## config.mk

```make
export PLATFORM = sky130hd
export DESIGN_NAME = rtc_calendar
export DESIGN_NICKNAME = d
export VERILOG_FILES = /design/src/rtl/rtc_calendar.sv
export SDC_FILE = /design/constraint.sdc
export NUM_CORES = 1
export LEC_CHECK = 0
export ABC_AREA = 0
export CAP_MARGIN = 40
export CORE_AREA = 2 2 185 142
export CTS_CLUSTER_DIAMETER = 40
export DETAILED_ROUTE_END_ITERATION = 12
export DIE_AREA = 0 0 187 144
export HOLD_SLACK_MARGIN = 0.05
export PLACE_DENSITY = 0.64
export SETUP_SLACK_MARGIN = 0.05
export SKIP_LAST_GASP = 1
export SYNTH_ARGS = -nofsm -noshare
export SYNTH_HDL_FRONTEND = slang
export SYNTH_SLANG_ARGS = --single-unit
```

## constraint.sdc

```tcl
create_clock -name clk_i -period 6.42 [get_ports clk_i]
set_input_delay 1.284 -clock clk_i [delete_from_list [all_inputs] [get_ports clk_i]]
set_output_delay 1.284 -clock clk_i [all_outputs]
set_load 0.02 [all_outputs]
```

## src/rtl/rtc_calendar.sv

```systemverilog
// rtl/rtc_calendar.sv - RTC seconds count to calendar fields converter
module rtc_calendar #(
   parameter int EPOCH_YEAR = 1970,
   parameter int EPOCH_DOW  = 4
) (
   input  logic        clk_i,
   input  logic        rst_i,
   input  logic        start_i,
   input  logic [31:0] cnt_i,
   output logic        ready_o,
   output logic        valid_o,
   output logic [5:0]  sec_o,
   output logic [5:0]  min_o,
   output logic [4:0]  hour_o,
   output logic [4:0]  day_o,
   output logic [3:0]  mon_o,
   output logic [11:0] year_o,
   output logic [2:0]  dow_o
);

   localparam logic [11:0] EPOCH_YEAR_L = 12'(EPOCH_YEAR);
   localparam logic [15:0] EPOCH_DOW_L  = 16'(EPOCH_DOW);

   typedef enum logic [2:0] {
      IDLE, DIV_DAY, DIV_HR, DIV_MIN, DIV_DOW, YEAR, MONTH, DONE
   } state_t;

   state_t state_q, state_d;

   // shared restoring divider: dividend is left-aligned in dvd_q, one quotient bit per cycle
   logic [31:0] dvd_q;
   logic [16:0] rem_q;
   logic [31:0] quo_q;
   logic [16:0] divisor_q;
   logic [4:0]  div_cnt_q;

   // working fields, copied to the outputs only when the month walk finishes
   logic [15:0] days_q;
   logic [4:0]  hour_q;
   logic [5:0]  min_q;
   logic [5:0]  sec_q;
   logic [2:0]  dow_q;
   logic [11:0] yr_q;
   logic [15:0] rd_q;
   logic [3:0]  mon_q;

   logic [17:0] trial;
   logic        ge;
   logic [16:0] rem_step;
   logic [31:0] quo_step;
   logic        div_last;
   logic [8:0]  ylen;
   logic [4:0]  mlen;
   logic        year_adv;
   logic        mon_adv;

   function automatic logic is_leap(input logic [11:0] y);
      is_leap = (y[1:0] == 2'b00) &&
                !(((y % 12'd100) == 12'd0) && ((y % 12'd400) != 12'd0));
   endfunction

   function automatic logic [4:0] month_len(input logic [3:0] m, input logic leap);
      case (m)
         4'd2:                      month_len = leap ? 5'd29 : 5'd28;
         4'd4, 4'd6, 4'd9, 4'd11:   month_len = 5'd30;
         default:                   month_len = 5'd31;
      endcase
   endfunction

   // one divider step plus the year/month walk comparisons
   always_comb begin
      trial    = {rem_q, dvd_q[31]};
      ge       = trial >= {1'b0, divisor_q};
      rem_step = ge ? 17'(trial - {1'b0, divisor_q}) : trial[16:0];
      quo_step = {quo_q[30:0], ge};
      div_last = (div_cnt_q == 5'd0);
      ylen     = is_leap(yr_q) ? 9'd366 : 9'd365;
      mlen     = month_len(mon_q, is_leap(yr_q));
      year_adv = rd_q >= {7'd0, ylen};
      mon_adv  = rd_q >= {11'd0, mlen};
   end

   // state register
   always_ff @(posedge clk_i) begin
      if (rst_i) state_q <= IDLE;
      else       state_q <= state_d;
   end

   // next-state logic and handshake outputs
   always_comb begin
      state_d = state_q;
      ready_o = (state_q == IDLE);
      valid_o = (state_q == DONE);
      case (state_q)
         IDLE:    if (start_i)  state_d = DIV_DAY;
         DIV_DAY: if (div_last) state_d = DIV_HR;
         DIV_HR:  if (div_last) state_d = DIV_MIN;
         DIV_MIN: if (div_last) state_d = DIV_DOW;
         DIV_DOW: if (div_last) state_d = YEAR;
         YEAR:    if (!year_adv) state_d = MONTH;
         MONTH:   if (!mon_adv)  state_d = DONE;
         default: state_d = IDLE;
      endcase
   end

   // datapath: divider phases chain their operands, then year and month walks
   always_ff @(posedge clk_i) begin
      if (rst_i) begin
         dvd_q <= '0; rem_q <= '0; quo_q <= '0; divisor_q <= '0; div_cnt_q <= '0;
         days_q <= '0; hour_q <= '0; min_q <= '0; sec_q <= '0; dow_q <= '0;
         yr_q <= '0; rd_q <= '0; mon_q <= '0;
         sec_o <= '0; min_o <= '0; hour_o <= '0; day_o <= '0;
         mon_o <= '0; year_o <= '0; dow_o <= '0;
      end else begin
         case (state_q)
            IDLE: begin
               if (start_i) begin
                  dvd_q     <= cnt_i;
                  rem_q     <= '0;
                  quo_q     <= '0;
                  divisor_q <= 17'd86400;
                  div_cnt_q <= 5'd31;
               end
            end
            DIV_DAY, DIV_HR, DIV_MIN, DIV_DOW: begin
               dvd_q     <= {dvd_q[30:0], 1'b0};
               rem_q     <= rem_step;
               quo_q     <= quo_step;
               div_cnt_q <= div_cnt_q - 5'd1;
               if (div_last) begin
                  rem_q <= '0;
                  quo_q <= '0;
                  case (state_q)
                     DIV_DAY: begin
                        days_q    <= quo_step[15:0];
                        dvd_q     <= {rem_step, 15'd0};
                        divisor_q <= 17'd3600;
                        div_cnt_q <= 5'd16;
                     end
                     DIV_HR: begin
                        hour_q    <= quo_step[4:0];
                        dvd_q     <= {rem_step[11:0], 20'd0};
                        divisor_q <= 17'd60;
                        div_cnt_q <= 5'd11;
                     end
                     DIV_MIN: begin
                        min_q     <= quo_step[5:0];
                        sec_q     <= rem_step[5:0];
                        dvd_q     <= {days_q + EPOCH_DOW_L, 16'd0};
                        divisor_q <= 17'd7;
                        div_cnt_q <= 5'd15;
                     end
                     default: begin
                        dow_q <= rem_step[2:0];
                        yr_q  <= EPOCH_YEAR_L;
                        rd_q  <= days_q;
                        mon_q <= 4'd1;
                     end
                  endcase
               end
            end
            YEAR: begin
               if (year_adv) begin
                  rd_q <= rd_q - {7'd0, ylen};
                  yr_q <= yr_q + 12'd1;
               end
            end
            MONTH: begin
               if (mon_adv) begin
                  rd_q  <= rd_q - {11'd0, mlen};
                  mon_q <= mon_q + 4'd1;
               end else begin
                  sec_o  <= sec_q;
                  min_o  <= min_q;
                  hour_o <= hour_q;
                  day_o  <= 5'(rd_q + 16'd1);
                  mon_o  <= mon_q;
                  year_o <= yr_q;
                  dow_o  <= dow_q;
               end
            end
            default: ;
         endcase
      end
   end

endmodule

```

# After elaboration in Yosys (flattened, before gate mapping)
# Index checks and enable logic that the tools add are counted.
# Widths: inputs -> output; s select.
# totals
regBits	198
out_inout_bits	43
word_cells	129
# classes
addsub	8
n_div	2
magnitude_cmp	3
n_eq_ne	24
mux	43
bitwise_logic	2
n_reduce_logical	26
# op_table
operator	count
$pmux 32 s3	1
$mux 17	5
$pmux 17 s2	2
$mux 16	4
$mux 32	2
$pmux 32 s2	1
$pmux 17 s3	1
$pmux 16 s3	1
$mux 12	3
$mux 15	2
$pmux 15 s2	1
$pmux 12 s2	1
$ne 2x2->1 const B	11
$mux 3	7
$pmux 3 s7	1
$ge 18x17->1	1
$sub 17x17->17	1
$add 16x3->16 const B	1
$ge 16x5->1	1
$ge 16x9->1	1
$sub 16x5->16	1
$sub 16x9->16	1
$pmux 5 s3	1
$add 12x1->12 const B	1
other kinds (36)	56

# Logic depth before layout (Yosys ltp)
# Gate-level depths: netlist (run 1).
# depth
ltp_word	10
depth_mapped	27

# Worst setup path after synthesis (run 1)
# OpenSTA, ideal clock, no wires.
# synth_path
path_type	register -> register
from	reg yr_q[11]
to	reg yr_q[10]
t_arrival_ps	5216
required_ps	6288
slack_ps	1072
path_stages_with_launch	27
path_buffers	2
cell_sequence	dfxtp_1 > buf_2 > buf_4 > or3b_1 > a31oi_1 > a41oi_1 > o32ai_2 > nand2_2 > o31a_1 > a21oi_2 > a21oi_2 > o31a_1 > o311a_1 > o21ai_2 > nand2_1 > ha_1 > fa_1 > o21bai_1 > a31oi_1 > o41ai_1 > a21oi_1 > a211oi_1 > and2_1 > nand4_1 > nor4_1 > xnor2_1 > a21oi_1
# synth_between
elab_chain_cells	9
word_cells_on_any_way	11
cone_classes	2 x div; 1 x order compare; 1 x eq/ne; 1 x mux; 6 x reduce/logical
# synth_lines
item	line_no	rtl
from (decl)	43	logic [11:0] yr_q;
from (signal assigned)	165	yr_q <= yr_q + 12'd1;
$mod 12x7->12 or $mod 12x9->12 (tied branches)	59	!(((y % 12'd100) == 12'd0) && ((y % 12'd400) != 12'd0));
$logic_not 12->1 or $reduce_bool 12->1 (tied branches)	59	
$logic_and 1x1->1 *	59	
$logic_not 1->1 *	59	
$logic_and 1x1->1 *	58	is_leap = (y[1:0] == 2'b00) &&
$mux 2 *	77	ylen = is_leap(yr_q) ? 9'd366 : 9'd365;
$ge 16x9->1 *	79	year_adv = rd_q >= {7'd0, ylen};
$ne 2x2->1 (no source line) *	--	
$reduce_and 4->1 (no source line) *	--	
# Mark *: on every way between the ends. The rest lies on a longest branch, timed or not.
# A chain may end at the register's enable or synchronous reset.

# Final worst setup path (run 1)
# layout_path
from	reg yr_q[6]
to	reg yr_q[10]
# layout_between
elab_chain_cells	9
word_cells_on_any_way	14
cone_classes	1 x add/sub; 2 x div; 1 x order compare; 1 x eq/ne; 3 x mux; 6 x reduce/logical
# layout_lines
item	line_no
$mod 12x7->12 or $mod 12x9->12 (tied branches)	59
$logic_not 12->1 or $reduce_bool 12->1 (tied branches)	59
$logic_and 1x1->1	59
$logic_not 1->1	59
$logic_and 1x1->1	58
$mux 2	77
$ge 16x9->1	79
$ne 2x2->1 (no source line)	--
$reduce_and 4->1 (no source line)	--
# Parallel ways exist; a longest one is shown, timed or not. The select of a mux whose other input is x is not followed.

==> run_results.csv, run 1 <==
group,metric,value,unit
clock_network,cts_buffers,17,
worst_setup_path,slowest_stage,"fa_1",
yosys,async_flop_share,0,%
worst_setup_path,arrival,6.27,ns
grt,grt_max_degree,88,
clock_network,cts_hold_buf,0,
detailed_routing,viasPerCell,5.72,
sta,max_slew_margin,37.5,%
worst_setup_path,critical_path.max_stage_delay,0.47,ns
floorplan,core,25300,µm²
worst_setup_path,critical_path_class,"register to register",
clock_network,root_buffer,"clkbuf_16",
clock_network,clock_path_buffers,2,
floorplan,initial_utilization,41.0,%
floorplan,pin_count,78,
worst_setup_path,crit_family,"compound AO/OA/AOI/OAI gates",
final_layout,final_common_cell,"nand2_1",
yosys,yosysTopAreaCell,"dfxtp_1",
run,max_cap_violations,0,
yosys,yosysWarnings,0,
final_layout,final_nets,1463,
grt,grt_pass1_wl,48.3,mm
clock_network,clkSinkCount,187,
floorplan,placementRows,51,
yosys,synthCells,1369,
yosys,netlist.area_leader.share,36.0,%
final_layout,final_cells,1753,
run_status,status,"completed",
yosys,synth_edf_count,0,
yosys,synth_area,10400,µm²
floorplan,die_w,187,µm
clock_network,htree_levels,4,
sta,max_freq,0.167,GHz
detailed_routing,first_pass_iters,7,
grt,grt_overflow,0,
power,leakage,4.14,nW
yosys,synth-seq-cells,187,
sta,setup_viol,0,
grt,antenna_found_initial,0,
yosys,synth.avg_cell_area,7.59,µm²
yosys,syn-num-nets,1434,
worst_setup_path,startpoint_type,"register",
place,gp_congestion,0.903,
floorplan,dieArea,26900,µm²
worst_setup_path,cp.required,6.72,ns
yosys,synth_area_leaders,"dfxtp_1, nand2_1, a21oi_1",
place,port_buffers,77,
sta,rsz0062_at_grt,"false",
grt,grt_pass1_vias,8996,
grt,grt_use_total,22.2,%
detailed_routing,drc,0,
place,place_inst,1721,
power,vdd_drop_max,0.000249,V
sta,fin_crit_sh,93.0,%
final_layout,layout-drive-gt1-share,7.31,%
clock_network,clk_pin_slew_worst_paths,0.07,ns
yosys,synth_cell_types,82,
sta,drv_slew,0,
sta,worst_pin_slew,0.936,ns
worst_setup_path,cp_max_fo,14,
clock_network,cts_tree,"yes",
yosys,synth_seq_area_share,36.0,%
detailed_routing,dr.first_iter.drc_count,945,
worst_hold_path,min_path_type,"register to register",
clock_network,clkLatencyLatePin,0.44,ns
worst_setup_path,endpoint_kind,"register",
place,hpwl,21.1,mm
detailed_routing,postRouteAntennaNets,0,
detailed_routing,wl_per_cell,17.0,µm
sta,period_needed,5.97,ns
final_layout,antenna_cells,0,
detailed_routing,num_vias,10024,
detailed_routing,drt_wl_total,29.8,mm
sta,finalHoldViolations,0,
worst_setup_path,cp_num_buf_inv,2,
power,power_density,365,nW/µm²
final_layout,area_growth,16.7,%
floorplan,die_h,144,µm
yosys,synth_ff_type,"dfxtp_1",
power,power,0.00442,W
sta,clock-skew-final,0.0115,ns
final_layout,layout_common_cells,"nand2_1, dfxtp_1, nor2_1, a21oi_1, clkdlybuf4s50_1",
## per-stage QoR
stage          TNS [ns]  utilization [%]  setup WS, ns  hold slack [ns]  instance area (µm²)
3_3_place_gp          0             44.9         0.235            0.440                11400
4_1_cts               0             47.5        0.0604            0.455                12000
2_1_floorplan         0                -          1.07            0.432                10400
5_1_grt               0             47.8        0.0584            0.469                12100
3_5_place_dp    -0.0385             45.1       -0.0385            0.444                11400
6_report              0             47.8         0.446            0.453                12100
## final cells by class
class	instances	area (µm²)
fillers	2569	13200
multi-input cells	1051	6180
flip-flops and latches	187	3750
repair buffers	106	1030
clock buffers	20	447
well taps	344	430
clock inverters	10	144
inverters	35	131
## worst register-to-register path, stage by stage, from the launching register on
cell and delay [ns]:
dfxtp_1 0.46, buf_4 0.25, nand3b_1 0.15, o21ai_0 0.14, a22oi_2 0.15, buf_4 0.17, a211oi_2 0.20, nor2_1 0.10
o31a_1 0.37, a2bb2oi_1 0.19, nand4_1 0.11, a311oi_1 0.41, nor4_2 0.08, o21ai_2 0.20, nand2_1 0.11, ha_1 0.23
fa_1 0.47, o21bai_2 0.20, a31oi_1 0.18, o41ai_1 0.13, a21oi_2 0.14, a211oi_2 0.33, and2_4 0.22, nand4_1 0.21
nor4_2 0.37, xnor2_1 0.17, a21oi_1 0.09
## final timing paths
kind / startpoint / endpoint / slack (ns) / cells past startpoint
setup / recovery: yr_q[6]$_SDFFE_PP0P_ / yr_q[10]$_SDFFE_PP0P_ / 0.45 / 26
hold / removal: min_q[0]$_SDFFE_PP0P_ / min_o[0]$_SDFFE_PP0P_ / 0.45 / 2
setup reg to reg: yr_q[6]$_SDFFE_PP0P_ / yr_q[10]$_SDFFE_PP0P_ / 0.45 / 26
hold reg to reg: min_q[0]$_SDFFE_PP0P_ / min_o[0]$_SDFFE_PP0P_ / 0.45 / 2
## power by group
part | leakage, nW | internal [W] | switching [W]
Sequential | 1.52 | 0.00128 | 0.000119
Combinational | 2.34 | 0.000678 | 0.00125
Clock | 0.284 | 0.000622 | 0.000465
Total | 4.14 | 0.00258 | 0.00184
## routing by layer
layer  share of wire, %  vias to the layer above  track usage (%)
met5                  0                        -                0
met1                 51                     4740             33.3
met2                 42                      309             32.4
met3                6.5                       32             4.32
li1                   -                     4943                -
met4                1.3                        0             5.60
## kinds of logic after synthesis
family          synth area share (%)
compound gates                  26.5
fa+ha+maj                       3.83
buf+inv                         5.16
flops                           36.0
xor+xnor                        3.61
simple gates                    23.4
mux                             1.40
## sequential cells by signal (all words and copies together) (netlist names), 12 cells and up
| name | count |
|---|---|
| dvd_q | 32 |
| rem_q | 17 |
| days_q | 16 |
| rd_q | 16 |
| quo_q | 15 |
| year_o | 12 |
| yr_q | 12 |
## timing repair
action | CTS | global route
pin swaps | 0 | 6
endpoints found under the setup margin | 5 | 25
resized for setup | 2 | 18
buffers inserted | 0 | 2
## synthesized netlist by cell type, drive strengths merged, types with 7 or more instances
cell,number
o21ai,66
a31oi,14
ha,27
inv,35
o31ai,10
nand3b,8
nor2b,8
a22oi,44
xnor2,20
o211ai,12
nand2,239
and2,13
xor2,22
o22ai,11
buf,17
and3,7
a211oi,24
a311oi,18
nand2b,13
clkbuf,79
a21oi,133
dfxtp,187
o21a,11
a21o,9
nor2,153
nor3,35
or3,11
mux2i,10
nand3,42
(Power assumes the default switching activity.)
==> run 2, diff against run 1 <==
--- a/config.mk
+++ b/config.mk
@@ -13,5 +13,4 @@
 export DIE_AREA = 0 0 187 144
 export HOLD_SLACK_MARGIN = 0.05
-export PLACE_DENSITY = 0.64
 export SETUP_SLACK_MARGIN = 0.05
 export SKIP_LAST_GASP = 1
==> constraint.sdc (replaced) <==
create_clock -name clk_i -period 6.42 [get_ports clk_i]
set_input_delay 1.284 -clock clk_i [delete_from_list [all_inputs] [get_ports clk_i]]
set_output_delay 1.284 -clock clk_i [all_outputs]
set_load 0.01 [all_outputs]
==> run 2 against run 1 <==
Net effect:
- hold slack is essentially flat
- clock power shrank 12%
- fmax shrank 0.16%
==> run_results.csv, run 2 (same netlist as run 1, synthesis figures left out) <==
group,metric,value,unit
final_layout,largest_reg_flops,32,
worst_setup_path,endpoint_kind,"register",
detailed_routing,first_pass_iters,6,
sta,drv_slew,0,
run,max_cap_violations,0,
sta,fin_crit_sh,93.2,%
sta,setup_viol,0,
worst_setup_path,crit_family,"compound AO/OA/AOI/OAI gates",
grt,grt_overflow,0,
grt,grt_max_degree,111,
worst_setup_path,cp_max_fo,19,
detailed_routing,drc,0,
place,place_inst,1724,
worst_hold_path,worstHoldStart,"sec_o[3]$_SDFFE_PP0P_",
place,place_area,11400,µm²
worst_setup_path,worstReg2RegStart,"yr_q[9]$_SDFFE_PP0P_",
sta,max_slew_margin,39.8,%
worst_setup_path,critical_path.max_stage_delay,0.45,ns
detailed_routing,postRouteAntennaNets,0,
worst_setup_path,cp_num_buf_inv,2,
final_layout,reg_top3,"dvd_q: 32 flops, rem_q: 17 flops",
clock_network,htree_levels,4,
final_layout,final_common_cell,"nand2_1",
floorplan,core,25300,µm²
clock_network,clkLatencyLatePin,0.43,ns
final_layout,layout_common_cells,"nand2_1, dfxtp_1, nor2_1, a21oi_1, clkdlybuf4s50_1",
sta,tns,0,ns
clock_network,cts_buffers,17,
run_status,status,"completed",
final_layout,post-route-cell-area,12100,µm²
worst_setup_path,startpoint_type,"register",
place,hpwl,21.1,mm
clock_network,clkSinkCount,187,
clock_network,cts_hold_buf,0,
worst_setup_path,arrival,6.26,ns
power,vdd_drop_max,0.000301,V
worst_setup_path,critical_path_class,"register to register",
sta,period_needed,5.98,ns
power,power_density,353,nW/µm²
detailed_routing,dr.first_iter.drc_count,826,
sta,max_freq,0.167,GHz
place,gp_congestion,0.905,
detailed_routing,wl_per_cell,17.1,µm
floorplan,dieArea,26900,µm²
final_layout,area_growth,16.1,%
worst_setup_path,slowest_stage,"fa_1",
sta,finalHoldViolations,0,
clock_network,clock_path_buffers,2,
final_layout,final_cells,1757,
floorplan,placementRows,51,
grt,antenna_found_initial,1,
clock_network,cts_tree,"yes",
place,port_buffers,77,
detailed_routing,drt_wl_total,30.1,mm
clock_network,root_buffer,"clkbuf_16",
floorplan,pin_count,78,
power,leakage,4.11,nW
worst_setup_path,cp.required,6.70,ns
worst_setup_path,reg2reg_slack,0.44,ns
worst_setup_path,crit_start,"yr_q[9]$_SDFFE_PP0P_",
grt,grt_pass1_wl,49.0,mm
floorplan,die_h,144,µm
grt,grt_pass1_vias,9119,
final_layout,layout-drive-gt1-share,7.50,%
floorplan,die_w,187,µm
detailed_routing,viasPerCell,5.72,
worst_hold_path,min_path_type,"register to register",
final_layout,final_nets,1467,
floorplan,initial_utilization,41.0,%
final_layout,regMostFlops,"dvd_q",
clock_network,clk_pin_slew_worst_paths,0.07,ns
grt,grt_use_total,22.5,%
detailed_routing,num_vias,10042,
sta,worst_pin_slew,0.877,ns
final_layout,antenna_cells,0,
sta,clock-skew-final,0.0123,ns
-- run 2: final cells by class --
| type | instances | area (µm²) |
|---|---|---|
| fillers | 2587 | 13300 |
| multi-input cells | 1051 | 6200 |
| flip-flops and latches | 187 | 3750 |
| repair buffers | 110 | 1030 |
| clock buffers | 19 | 443 |
| well taps | 344 | 430 |
| inverters | 35 | 131 |
| clock inverters | 11 | 72.6 |
-- run 2: timing repair --
action	4_1_cts	5_1_grt
setup buffers	0	3
setup endpoints to repair	9	24
pin swaps	0	2
resized for setup	2	19
-- run 2: worst paths after layout --
kind / cells past startpoint / to
worst max-delay path: 26 / yr_q[8]$_SDFFE_PP0P_
worst min-delay path: 2 / sec_o[3]$_SDFFE_PP0P_
worst max register to register: 26 / yr_q[8]$_SDFFE_PP0P_
worst min register to register: 2 / sec_o[3]$_SDFFE_PP0P_
-- run 2: tightest hold or removal path, cell delays in order, from the launching register on --
cell and delay, ns:
dfxtp_1 0.31, nand2_1 0.05, a21oi_1 0.05
-- run 2: report_power, final --
group / switching (W) / total [W] / internal, W
clock: 0.000463 / 0.000963 / 0.000501
sequential: 0.000103 / 0.00139 / 0.00128
combinational: 0.00123 / 0.00191 / 0.000677
total: 0.00180 / 0.00426 / 0.00246
-- run 2: routing by layer --
metal	track usage (%)	up-vias	wire (µm)
met1	33.6	4784	15500
li1	-	4938	-
met5	0	-	0
met3	3.47	36	1570
met2	33.5	284	12600
met4	5.85	0	442
-- run 2: metrics by stage --
stage / total power, W / util (%) / setup WS, ns / hold WS (ns)
after detailed placement: 0.00328 / 45.1 / -0.0659 / 0.441
final: 0.00426 / 47.6 / 0.437 / 0.453
after global placement: 0.00326 / 45.0 / 0.148 / 0.441
after floorplan: 0.00277 / - / 1.07 / 0.432
after CTS: 0.00425 / 47.2 / 0.138 / 0.454
after global routing: 0.00455 / 47.6 / -0.0183 / 0.479
==> run 3, diff against run 2 <==
- GPL_ROUTABILITY_DRIVEN: default -> 1
==> results of run 3 <==
Same layout as run 2: the final DEF is identical, and so are final timing and power.
